File: src/rtl/wavelet_pe_pkg.sv
// Shared constants, FSM state type, control bundle and level-length helper
// for the wavelet PE controller.
package wavelet_pe_pkg;
    localparam int MAX_FILTER_SIZE  = 16;
    localparam int OBUFF_CELL_COUNT = 2048;
    localparam int FS_WIDTH         = $clog2(MAX_FILTER_SIZE);
    localparam int OBUFF_ADDR_WIDTH = $clog2(OBUFF_CELL_COUNT);

    localparam logic [OBUFF_ADDR_WIDTH:0] OUT_LEN_MAX = (OBUFF_ADDR_WIDTH+1)'(OBUFF_CELL_COUNT - 1);

    typedef enum logic [2:0] {
        IDLE  = 3'd0,
        INIT  = 3'd1,
        SETUP = 3'd2,
        FEED  = 3'd3,
        FLUSH = 3'd4,
        DRAIN = 3'd5,
        DONE  = 3'd6,
        ERR   = 3'd7
    } state_t;

    typedef struct packed {
        logic pe_init;
        logic init_in_progress;
        logic fir_init;
        logic ibuff_base_rst;
        logic ibuff_offset_rst;
        logic ibuff_offset_cen;
        logic ibuff_offset_upcount;
        logic fir_hp_valid;
        logic fir_lp_valid;
        logic fir_flush;
        logic fir_disable_freezing;
        logic fir_force_freeze;
        logic obuff_offset_rst;
        logic obuff_hp_base_rst;
        logic obuff_lp_base_rst;
        logic obuff_hp_force_cen;
        logic busy;
        logic done;
        logic err;
    } ctrl_t;

    // One decomposition level yields (in_len + taps-1) / 2 outputs, clipped to the obuff depth.
    function automatic logic [OBUFF_ADDR_WIDTH-1:0] out_len(
        input logic [OBUFF_ADDR_WIDTH-1:0] in_len,
        input logic [FS_WIDTH-1:0]         fs
    );
        logic [OBUFF_ADDR_WIDTH:0] sum_v;
        logic [OBUFF_ADDR_WIDTH:0] half_v;
        sum_v  = {1'b0, in_len} + {{(OBUFF_ADDR_WIDTH+1-FS_WIDTH){1'b0}}, fs};
        half_v = sum_v >> 1;
        if (half_v > OUT_LEN_MAX) begin
            out_len = OUT_LEN_MAX[OBUFF_ADDR_WIDTH-1:0];
        end else begin
            out_len = half_v[OBUFF_ADDR_WIDTH-1:0];
        end
    endfunction
endpackage

File: src/rtl/wavelet_pe_phase_counter.sv
// Loadable down-counter with zero flag; times the INIT, FEED and FLUSH phases.
module wavelet_pe_phase_counter
    import wavelet_pe_pkg::*;
#(
    parameter int WIDTH = OBUFF_ADDR_WIDTH
) (
    input  logic             clk,
    input  logic             rst,
    input  logic             load,
    input  logic [WIDTH-1:0] load_val,
    input  logic             dec,
    output logic             zero
);
    logic [WIDTH-1:0] count_r;

    // Load wins over decrement; the count holds at zero.
    always_ff @(posedge clk) begin
        if (rst) begin
            count_r <= '0;
        end else if (load) begin
            count_r <= load_val;
        end else if (dec && (count_r != '0)) begin
            count_r <= count_r - WIDTH'(1);
        end
    end

    assign zero = (count_r == '0);
endmodule

File: src/rtl/wavelet_pe_controller.sv
// Multi-level DWT sequencer: init, then per level setup/feed/flush/drain,
// driving every control input of wavelet_pe_datapath from registered outputs.
module wavelet_pe_controller
    import wavelet_pe_pkg::*;
(
    input  logic                        clk,
    input  logic                        rst,
    input  logic                        start,
    input  logic [1:0]                  num_levels,
    input  logic [OBUFF_ADDR_WIDTH-1:0] signal_len,
    input  logic [FS_WIDTH-1:0]         filter_size,
    input  logic                        fir_lp_output_valid,
    output logic                        pe_init,
    output logic                        init_in_progress,
    output logic                        fir_init,
    output logic [1:0]                  cur_dec_level,
    output logic [OBUFF_ADDR_WIDTH-1:0] cur_outputs_len,
    output logic [OBUFF_ADDR_WIDTH-1:0] prev_outputs_len,
    output logic                        ibuff_r_addr_base_reg_rst,
    output logic                        ibuff_r_addr_offset_rst,
    output logic                        ibuff_r_addr_offset_cen,
    output logic                        ibuff_r_addr_offset_upcount,
    output logic                        fir_hp_input_valid,
    output logic                        fir_lp_input_valid,
    output logic                        fir_flush_pipeline,
    output logic                        fir_disable_freezing,
    output logic                        fir_force_freeze,
    output logic                        obuff_w_offset_rst,
    output logic                        obuff_w_hp_base_reg_rst,
    output logic                        obuff_w_lp_base_reg_rst,
    output logic                        obuff_w_hp_force_cen,
    output logic                        busy,
    output logic                        done,
    output logic                        err
);
    localparam int AW  = OBUFF_ADDR_WIDTH;
    localparam int PAD = OBUFF_ADDR_WIDTH - FS_WIDTH;

    state_t               state_r, state_nx_s;
    ctrl_t                ctrl_r, ctrl_nx_s;
    logic [1:0]           num_levels_r, level_r, level_nx_s;
    logic [FS_WIDTH-1:0]  fs_r;
    logic [AW-1:0]        sig_len_r, cur_len_r, prev_len_r;
    logic [AW-1:0]        in_len_s, drain_cnt_r, drain_inc_s;
    logic [AW-1:0]        fs_ext_s, fs_in_ext_s, cnt_val_s;
    logic                 drain_en_s, drain_hit_s;
    logic                 cnt_load_s, cnt_dec_s, cnt_zero_s;

    assign fs_ext_s    = {{PAD{1'b0}}, fs_r};
    assign fs_in_ext_s = {{PAD{1'b0}}, filter_size};
    assign in_len_s    = (level_r == 2'd0) ? sig_len_r : cur_len_r;

    // Strobes count from the cycle after SETUP and saturate at the level's output length.
    assign drain_en_s  = fir_lp_output_valid && (drain_cnt_r != cur_len_r) &&
                         ((state_r == FEED) || (state_r == FLUSH) || (state_r == DRAIN));
    assign drain_inc_s = drain_cnt_r + {{(AW-1){1'b0}}, drain_en_s};
    assign drain_hit_s = (drain_inc_s == cur_len_r);

    wavelet_pe_phase_counter #(.WIDTH(AW)) u_phase_cnt (
        .clk      (clk),
        .rst      (rst),
        .load     (cnt_load_s),
        .load_val (cnt_val_s),
        .dec      (cnt_dec_s),
        .zero     (cnt_zero_s)
    );

    // Next-state, phase-counter control and level advance.
    always_comb begin
        state_nx_s = state_r;
        level_nx_s = level_r;
        cnt_load_s = 1'b0;
        cnt_dec_s  = 1'b0;
        cnt_val_s  = '0;
        case (state_r)
            IDLE: begin
                if (start) begin
                    level_nx_s = 2'd0;
                    if (signal_len == '0) begin
                        state_nx_s = ERR;
                    end else begin
                        state_nx_s = INIT;
                        cnt_load_s = 1'b1;
                        cnt_val_s  = fs_in_ext_s;
                    end
                end else begin
                    state_nx_s = IDLE;
                end
            end
            INIT: begin
                if (cnt_zero_s) begin
                    state_nx_s = SETUP;
                end else begin
                    cnt_dec_s = 1'b1;
                end
            end
            SETUP: begin
                // A zero-length level (possible deep in the pyramid) skips straight past FEED.
                if (in_len_s != '0) begin
                    state_nx_s = FEED;
                    cnt_load_s = 1'b1;
                    cnt_val_s  = in_len_s - AW'(1);
                end else if (fs_r != '0) begin
                    state_nx_s = FLUSH;
                    cnt_load_s = 1'b1;
                    cnt_val_s  = fs_ext_s - AW'(1);
                end else begin
                    state_nx_s = DRAIN;
                end
            end
            FEED: begin
                if (!cnt_zero_s) begin
                    cnt_dec_s = 1'b1;
                end else if (fs_r != '0) begin
                    state_nx_s = FLUSH;
                    cnt_load_s = 1'b1;
                    cnt_val_s  = fs_ext_s - AW'(1);
                end else begin
                    state_nx_s = DRAIN;
                end
            end
            FLUSH: begin
                if (cnt_zero_s) begin
                    state_nx_s = DRAIN;
                end else begin
                    cnt_dec_s = 1'b1;
                end
            end
            DRAIN: begin
                if (!drain_hit_s) begin
                    state_nx_s = DRAIN;
                end else if (level_r == num_levels_r) begin
                    state_nx_s = DONE;
                end else begin
                    state_nx_s = SETUP;
                    level_nx_s = level_r + 2'd1;
                end
            end
            DONE:    state_nx_s = IDLE;
            ERR:     state_nx_s = IDLE;
            default: state_nx_s = IDLE;
        endcase
    end

    // Control outputs for the state being entered, so the registers line up with state_r.
    always_comb begin
        ctrl_nx_s = '0;
        ctrl_nx_s.pe_init            = (state_r == IDLE) && (state_nx_s == INIT);
        ctrl_nx_s.obuff_hp_force_cen = (state_r == DRAIN) && (state_nx_s == SETUP);
        ctrl_nx_s.busy               = (state_nx_s != IDLE) && (state_nx_s != ERR);
        case (state_nx_s)
            IDLE: begin
                ctrl_nx_s.fir_force_freeze = 1'b1;
            end
            INIT: begin
                ctrl_nx_s.init_in_progress = 1'b1;
                ctrl_nx_s.fir_init         = 1'b1;
                ctrl_nx_s.fir_force_freeze = 1'b1;
            end
            SETUP: begin
                ctrl_nx_s.ibuff_base_rst    = 1'b1;
                ctrl_nx_s.ibuff_offset_rst  = 1'b1;
                ctrl_nx_s.obuff_offset_rst  = 1'b1;
                ctrl_nx_s.obuff_hp_base_rst = (level_nx_s == 2'd0);
                ctrl_nx_s.obuff_lp_base_rst = (level_nx_s == 2'd0);
            end
            FEED: begin
                ctrl_nx_s.fir_hp_valid         = 1'b1;
                ctrl_nx_s.fir_lp_valid         = 1'b1;
                ctrl_nx_s.ibuff_offset_cen     = 1'b1;
                ctrl_nx_s.ibuff_offset_upcount = 1'b1;
            end
            FLUSH: begin
                ctrl_nx_s.fir_flush            = 1'b1;
                ctrl_nx_s.fir_disable_freezing = 1'b1;
            end
            DONE: begin
                ctrl_nx_s.done             = 1'b1;
                ctrl_nx_s.fir_force_freeze = 1'b1;
            end
            ERR: begin
                ctrl_nx_s.done = 1'b1;
                ctrl_nx_s.err  = 1'b1;
            end
            default: begin
                ctrl_nx_s.fir_force_freeze = 1'b0;
            end
        endcase
    end

    // State, level, latched run parameters and output register.
    always_ff @(posedge clk) begin
        if (rst) begin
            state_r      <= IDLE;
            ctrl_r       <= '0;
            level_r      <= 2'd0;
            num_levels_r <= 2'd0;
            fs_r         <= '0;
            sig_len_r    <= '0;
        end else begin
            state_r <= state_nx_s;
            ctrl_r  <= ctrl_nx_s;
            level_r <= level_nx_s;
            if ((state_r == IDLE) && start) begin
                num_levels_r <= num_levels;
                fs_r         <= filter_size;
                sig_len_r    <= signal_len;
            end
        end
    end

    // Per-level input/output lengths are fixed during SETUP.
    always_ff @(posedge clk) begin
        if (rst) begin
            cur_len_r  <= '0;
            prev_len_r <= '0;
        end else if (state_r == SETUP) begin
            prev_len_r <= in_len_s;
            cur_len_r  <= out_len(in_len_s, fs_r);
        end
    end

    // LP strobe counter, restarted at every SETUP.
    always_ff @(posedge clk) begin
        if (rst) begin
            drain_cnt_r <= '0;
        end else if (state_r == SETUP) begin
            drain_cnt_r <= '0;
        end else begin
            drain_cnt_r <= drain_inc_s;
        end
    end

    assign pe_init                     = ctrl_r.pe_init;
    assign init_in_progress            = ctrl_r.init_in_progress;
    assign fir_init                    = ctrl_r.fir_init;
    assign cur_dec_level               = level_r;
    assign cur_outputs_len             = cur_len_r;
    assign prev_outputs_len            = prev_len_r;
    assign ibuff_r_addr_base_reg_rst   = ctrl_r.ibuff_base_rst;
    assign ibuff_r_addr_offset_rst     = ctrl_r.ibuff_offset_rst;
    assign ibuff_r_addr_offset_cen     = ctrl_r.ibuff_offset_cen;
    assign ibuff_r_addr_offset_upcount = ctrl_r.ibuff_offset_upcount;
    assign fir_hp_input_valid          = ctrl_r.fir_hp_valid;
    assign fir_lp_input_valid          = ctrl_r.fir_lp_valid;
    assign fir_flush_pipeline          = ctrl_r.fir_flush;
    assign fir_disable_freezing        = ctrl_r.fir_disable_freezing;
    assign fir_force_freeze            = ctrl_r.fir_force_freeze;
    assign obuff_w_offset_rst          = ctrl_r.obuff_offset_rst;
    assign obuff_w_hp_base_reg_rst     = ctrl_r.obuff_hp_base_rst;
    assign obuff_w_lp_base_reg_rst     = ctrl_r.obuff_lp_base_rst;
    assign obuff_w_hp_force_cen        = ctrl_r.obuff_hp_force_cen;
    assign busy                        = ctrl_r.busy;
    assign done                        = ctrl_r.done;
    assign err                         = ctrl_r.err;
endmodule

File: config.mk
export PLATFORM = sky130hd
export DESIGN_NAME = wavelet_pe_controller
export DESIGN_NICKNAME = d
export VERILOG_FILES = /design/src/rtl/wavelet_pe_pkg.sv /design/src/rtl/wavelet_pe_phase_counter.sv /design/src/rtl/wavelet_pe_controller.sv
export SDC_FILE = /design/constraint.sdc
export NUM_CORES = 1
export LEC_CHECK = 0
export CAP_MARGIN = 5
export CORE_MARGIN = 4
export CORE_UTILIZATION = 59
export CTS_BUF_LIST = sky130_fd_sc_hd__clkbuf_16
export DETAILED_ROUTE_END_ITERATION = 6
export GPL_TIMING_DRIVEN = 1
export PLACE_DENSITY = 0.85
export SLEW_MARGIN = 20
export SYNTH_ARGS = -nofsm -noshare
export SYNTH_HDL_FRONTEND = slang
export SYNTH_SLANG_ARGS = --single-unit
File: constraint.sdc
create_clock -name clk -period 8.4 [get_ports clk]
set_clock_uncertainty 0.1 [all_clocks]
set_input_delay 2.1 -clock clk [delete_from_list [all_inputs] [get_ports clk]]
set_output_delay 2.1 -clock clk [all_outputs]
set_load 0.005 [all_outputs]
==> impl_metrics.ini <==
[run_status]
outcome = finished clean

[power_and_ir_drop]
share_clk_of_total_power = 0.233
share_of_power_burned_in_registers = 0.296
internal-power_mw = 1.05
switching_part_of_the_total_power = 0.406
leakagePower_nw = 2.09
power_switching_uw = 719
comb_power_share = 0.471
pwr_density_cell_nw_per_um2 = 332
total_power_mw = 1.77
vdd_ir_drop_max_mv = 0.162

[setup_path]
worstSetupStartpoint = fir_lp_output_valid
critPathRequiredTime_ns = 8.54
worstPathArrival_ns = 5.58
worstSetupEndpointType = flop
crit-reg2reg-launch = cur_dec_level[0]
worst-setup-path-type = in2reg
worst_setup_path_start_kind = input pin
rr_worst_depth = 10
crit_fanout = 6

[global_routing]
number_of_global_route_vias_before_repair = 4014
grt_remaining_overflow = 0
maximum_number_of_pins_on_one_net_before_global_route_repair = 59
grtUsageTotal = 0.278
initial_antenna_violation_count = 0
wire_length_of_the_first_global_routing_pass_um = 19700

[timing]
slew_viol_final = 0
final.min_clock_period_ns = 5.44
hold_vio_cnt_final = 0
max-slew-margin-rel = 0.412
timing.final.ws_setup_ns = 2.96
maxClockFrequency_ghz = 0.184
final.setup.tns_ns = 0
share_of_the_clock_period_used_by_the_worst_path_after_layout = 0.647
tightest_slew_ns = 0.882
setup_viol_count_final = 0
rsz0062_at_grt = no

[clocking]
post_cts_resized = 0
cts.reportedPaths.clkPinSlew_ns = 0.06
cts.sink_count = 77
cts.hold.buffers_added = 0
ctsRootBufferMaster = sky130_fd_sc_hd__clkbuf_16
cts_buffers = 9
clock_tree_from_tritoncts = yes
cts_setup_buffers = 0
ctsLongestPathBuffers = 2
cts_max_level = 3
clk-insertion-delay-late_ns = 0.34

[floorplanning]
floorplan_row_count = 31
die_y_um = 95.2
die_x_um = 95.2
initial_utilization = 0.612
core_outline_area_um2 = 7330
ios = 64
design.die.area_um2 = 9060

[yosys]
synth_top_flop_cell = sky130_fd_sc_hd__dfxtp_1
sequential_fraction_of_the_synthesis_area = 0.344
post_synthesis_cell_type_count = 86
synth.net_count = 572
synthCells = 542
synth_enable_flop_cells = 0
synth-seq-cells = 77
warning_count_from_the_yosys_run = 0
synth_async_sr_flop_share = 0
netlist_area_um2 = 4490
post_synth.cell_area_avg_um2 = 8.28

[detailed_routing]
routed.top_layer = met4
vias_per_cell = 6.18
detailedRoute.firstPassIterationCount = 5
detail_route.iter0.violations = 354
route.vias.total = 4221
met2_wirelength_um = 5800
routed_length_per_placed_instance_um = 17.8
drt-met1-wl_um = 5140
met3_routed_wl_um = 879
routed_wirelength_um = 12200
drcViolationCount = 0
final_antenna_net_count = 0

[min_path]
hold_path_depth = 2
holdCritPathClass = reg2reg
holdCritStartpoint = sig_len_r[1]

[place]
place.port_buffers = 63
post-place-ws_ns = 2.67
gp_congestion = 0.926
dp_wirelength_um = 8510

[flow_run]
maxCapViolCount = 0

[layout]
finish.utilization = 0.726
most_common_library_cell_in_the_layout_ignoring_fill_and_taps = sky130_fd_sc_hd__dfxtp_1
antenna_cells = 0
fraction_of_layout_instances_using_a_drive_strength_above_1 = 0.0736
final_cell_mix = sky130_fd_sc_hd__dfxtp_1 (77), sky130_fd_sc_hd__nand2_1 (72), sky130_fd_sc_hd__clkdlybuf4s50_1 (62), sky130_fd_sc_hd__nor2_1 (60), sky130_fd_sc_hd__a21oi_1 (37)
syn_to_final_growth_pct = 18.7
final_net_count = 609
## cells in the mapped netlist (3+ instances only)
library cell / count / area share
sky130_fd_sc_hd__buf_6: 4 / 0.010
sky130_fd_sc_hd__dfxtp_1: 77 / 0.34
sky130_fd_sc_hd__nand2_1: 72 / 0.060
sky130_fd_sc_hd__and3_1: 9 / 0.013
sky130_fd_sc_hd__nor2_1: 61 / 0.051
sky130_fd_sc_hd__o21ai_0: 12 / 0.013
sky130_fd_sc_hd__or4_1: 3 / 0.0050
sky130_fd_sc_hd__nor4_1: 13 / 0.018
sky130_fd_sc_hd__xor2_1: 21 / 0.041
sky130_fd_sc_hd__o211ai_1: 3 / 0.0050
sky130_fd_sc_hd__o21a_1: 3 / 0.0050
sky130_fd_sc_hd__buf_2: 3 / 0.0033
sky130_fd_sc_hd__a211oi_1: 14 / 0.023
sky130_fd_sc_hd__a211o_1: 3 / 0.0059
sky130_fd_sc_hd__o2111ai_1: 3 / 0.0059
sky130_fd_sc_hd__nor3b_1: 6 / 0.010
sky130_fd_sc_hd__xnor2_1: 20 / 0.039
sky130_fd_sc_hd__o31ai_1: 4 / 0.0067
sky130_fd_sc_hd__nand2b_1: 4 / 0.0056
sky130_fd_sc_hd__a21oi_1: 37 / 0.041
sky130_fd_sc_hd__or3_1: 7 / 0.0098
sky130_fd_sc_hd__nand3_1: 7 / 0.0078
sky130_fd_sc_hd__buf_4: 9 / 0.015
sky130_fd_sc_hd__nor3_1: 14 / 0.016
sky130_fd_sc_hd__and2_1: 4 / 0.0056
sky130_fd_sc_hd__inv_1: 17 / 0.014
sky130_fd_sc_hd__clkbuf_1: 19 / 0.016
sky130_fd_sc_hd__mux2i_1: 10 / 0.022
sky130_fd_sc_hd__a2111oi_0: 3 / 0.0059
sky130_fd_sc_hd__ha_1: 8 / 0.022
## sequential cells by signal, indices dropped and copies added (netlist names)
register                   count
ibuff_r_addr_base_reg_rst      1
pe_init                        1
u_phase_cnt.count_r           11
num_levels_r                   2
cur_outputs_len               11
cur_dec_level                  2
sig_len_r                     11
drain_cnt_r                   11
fir_flush_pipeline             1
prev_outputs_len              11
ibuff_r_addr_offset_cen        1
fs_r                           4
obuff_w_lp_base_reg_rst        1
obuff_w_hp_force_cen           1
err                            1
busy                           1
fir_force_freeze               1
done                           1
state_r                        3
init_in_progress               1
## final cells by class
type	count	area (um^2)
fill	545	2010
multi-input combinational	409	2640
clock buffer	9	225
tap	99	124
clock inverter	7	90.1
timing repair buffer	65	641
sequential	77	1540
inverter	17	63.8
## per-layer routing
layer	track usage	vias to the layer above
li1	-	2004
met1	0.352	1997
met2	0.465	185
met3	0.0576	35
met4	0.103	0
met5	0	-
## worst max-delay path, cell delays in order
cell	delay (ns)
sky130_fd_sc_hd__clkdlybuf4s50_1	0.49
sky130_fd_sc_hd__o21ai_0	0.10
sky130_fd_sc_hd__a41oi_1	0.18
sky130_fd_sc_hd__ha_1	0.24
sky130_fd_sc_hd__ha_1	0.27
sky130_fd_sc_hd__nand3_1	0.16
sky130_fd_sc_hd__or3_2	0.44
sky130_fd_sc_hd__a222oi_1	0.38
sky130_fd_sc_hd__nand3_2	0.26
sky130_fd_sc_hd__nor4_1	0.43
sky130_fd_sc_hd__mux2i_1	0.31
sky130_fd_sc_hd__nor4b_4	0.23
## power by group through the flow
| stage | sequential, mW | clock [mW] | combinational (mW) |
|---|---|---|---|
| detailed placement | 0.527 | 0 | 0.808 |
| global placement | 0.524 | 0 | 0.784 |
| finish | 0.523 | 0.412 | 0.834 |
| global route | 0.534 | 0.432 | 0.914 |
| CTS | 0.520 | 0.413 | 0.821 |
| floorplan | 0.502 | 0 | 0.617 |
## logic make-up (layout without fill, tap and decap cells)
logic type / count (synthesis) / count (layout) / share of synthesized area
simple gates: 228 / 228 / 0.260
compound gates: 119 / 119 / 0.192
flops: 77 / 77 / 0.344
buf+inv: 56 / 98 / 0.0689
xor+xnor: 41 / 41 / 0.0801
mux: 12 / 12 / 0.0279
fa+ha+maj: 9 / 9 / 0.0268
## final timing paths
check / end / slack [ns]
hold reg to reg: sig_len_r[1] / 0.36
setup / recovery: obuff_w_lp_base_reg_rst / 2.96
hold / removal: sig_len_r[1] / 0.36
setup reg to reg: u_phase_cnt.count_r[9] / 3.99
## through the flow
| stage | instance area (um^2) | hold slack, ns | cells |
|---|---|---|---|
| 3_5_place_dp | 5010 | 0.346 | 667 |
| 4_1_cts | 5320 | 0.354 | 683 |
| 6_report | 5320 | 0.357 | 683 |
| 3_3_place_gp | 5010 | 0.343 | 667 |
| 5_1_grt | 5320 | 0.371 | 683 |
| 2_1_floorplan | 4490 | 0.333 | 542 |
Power figures use the tool's default switching activity.
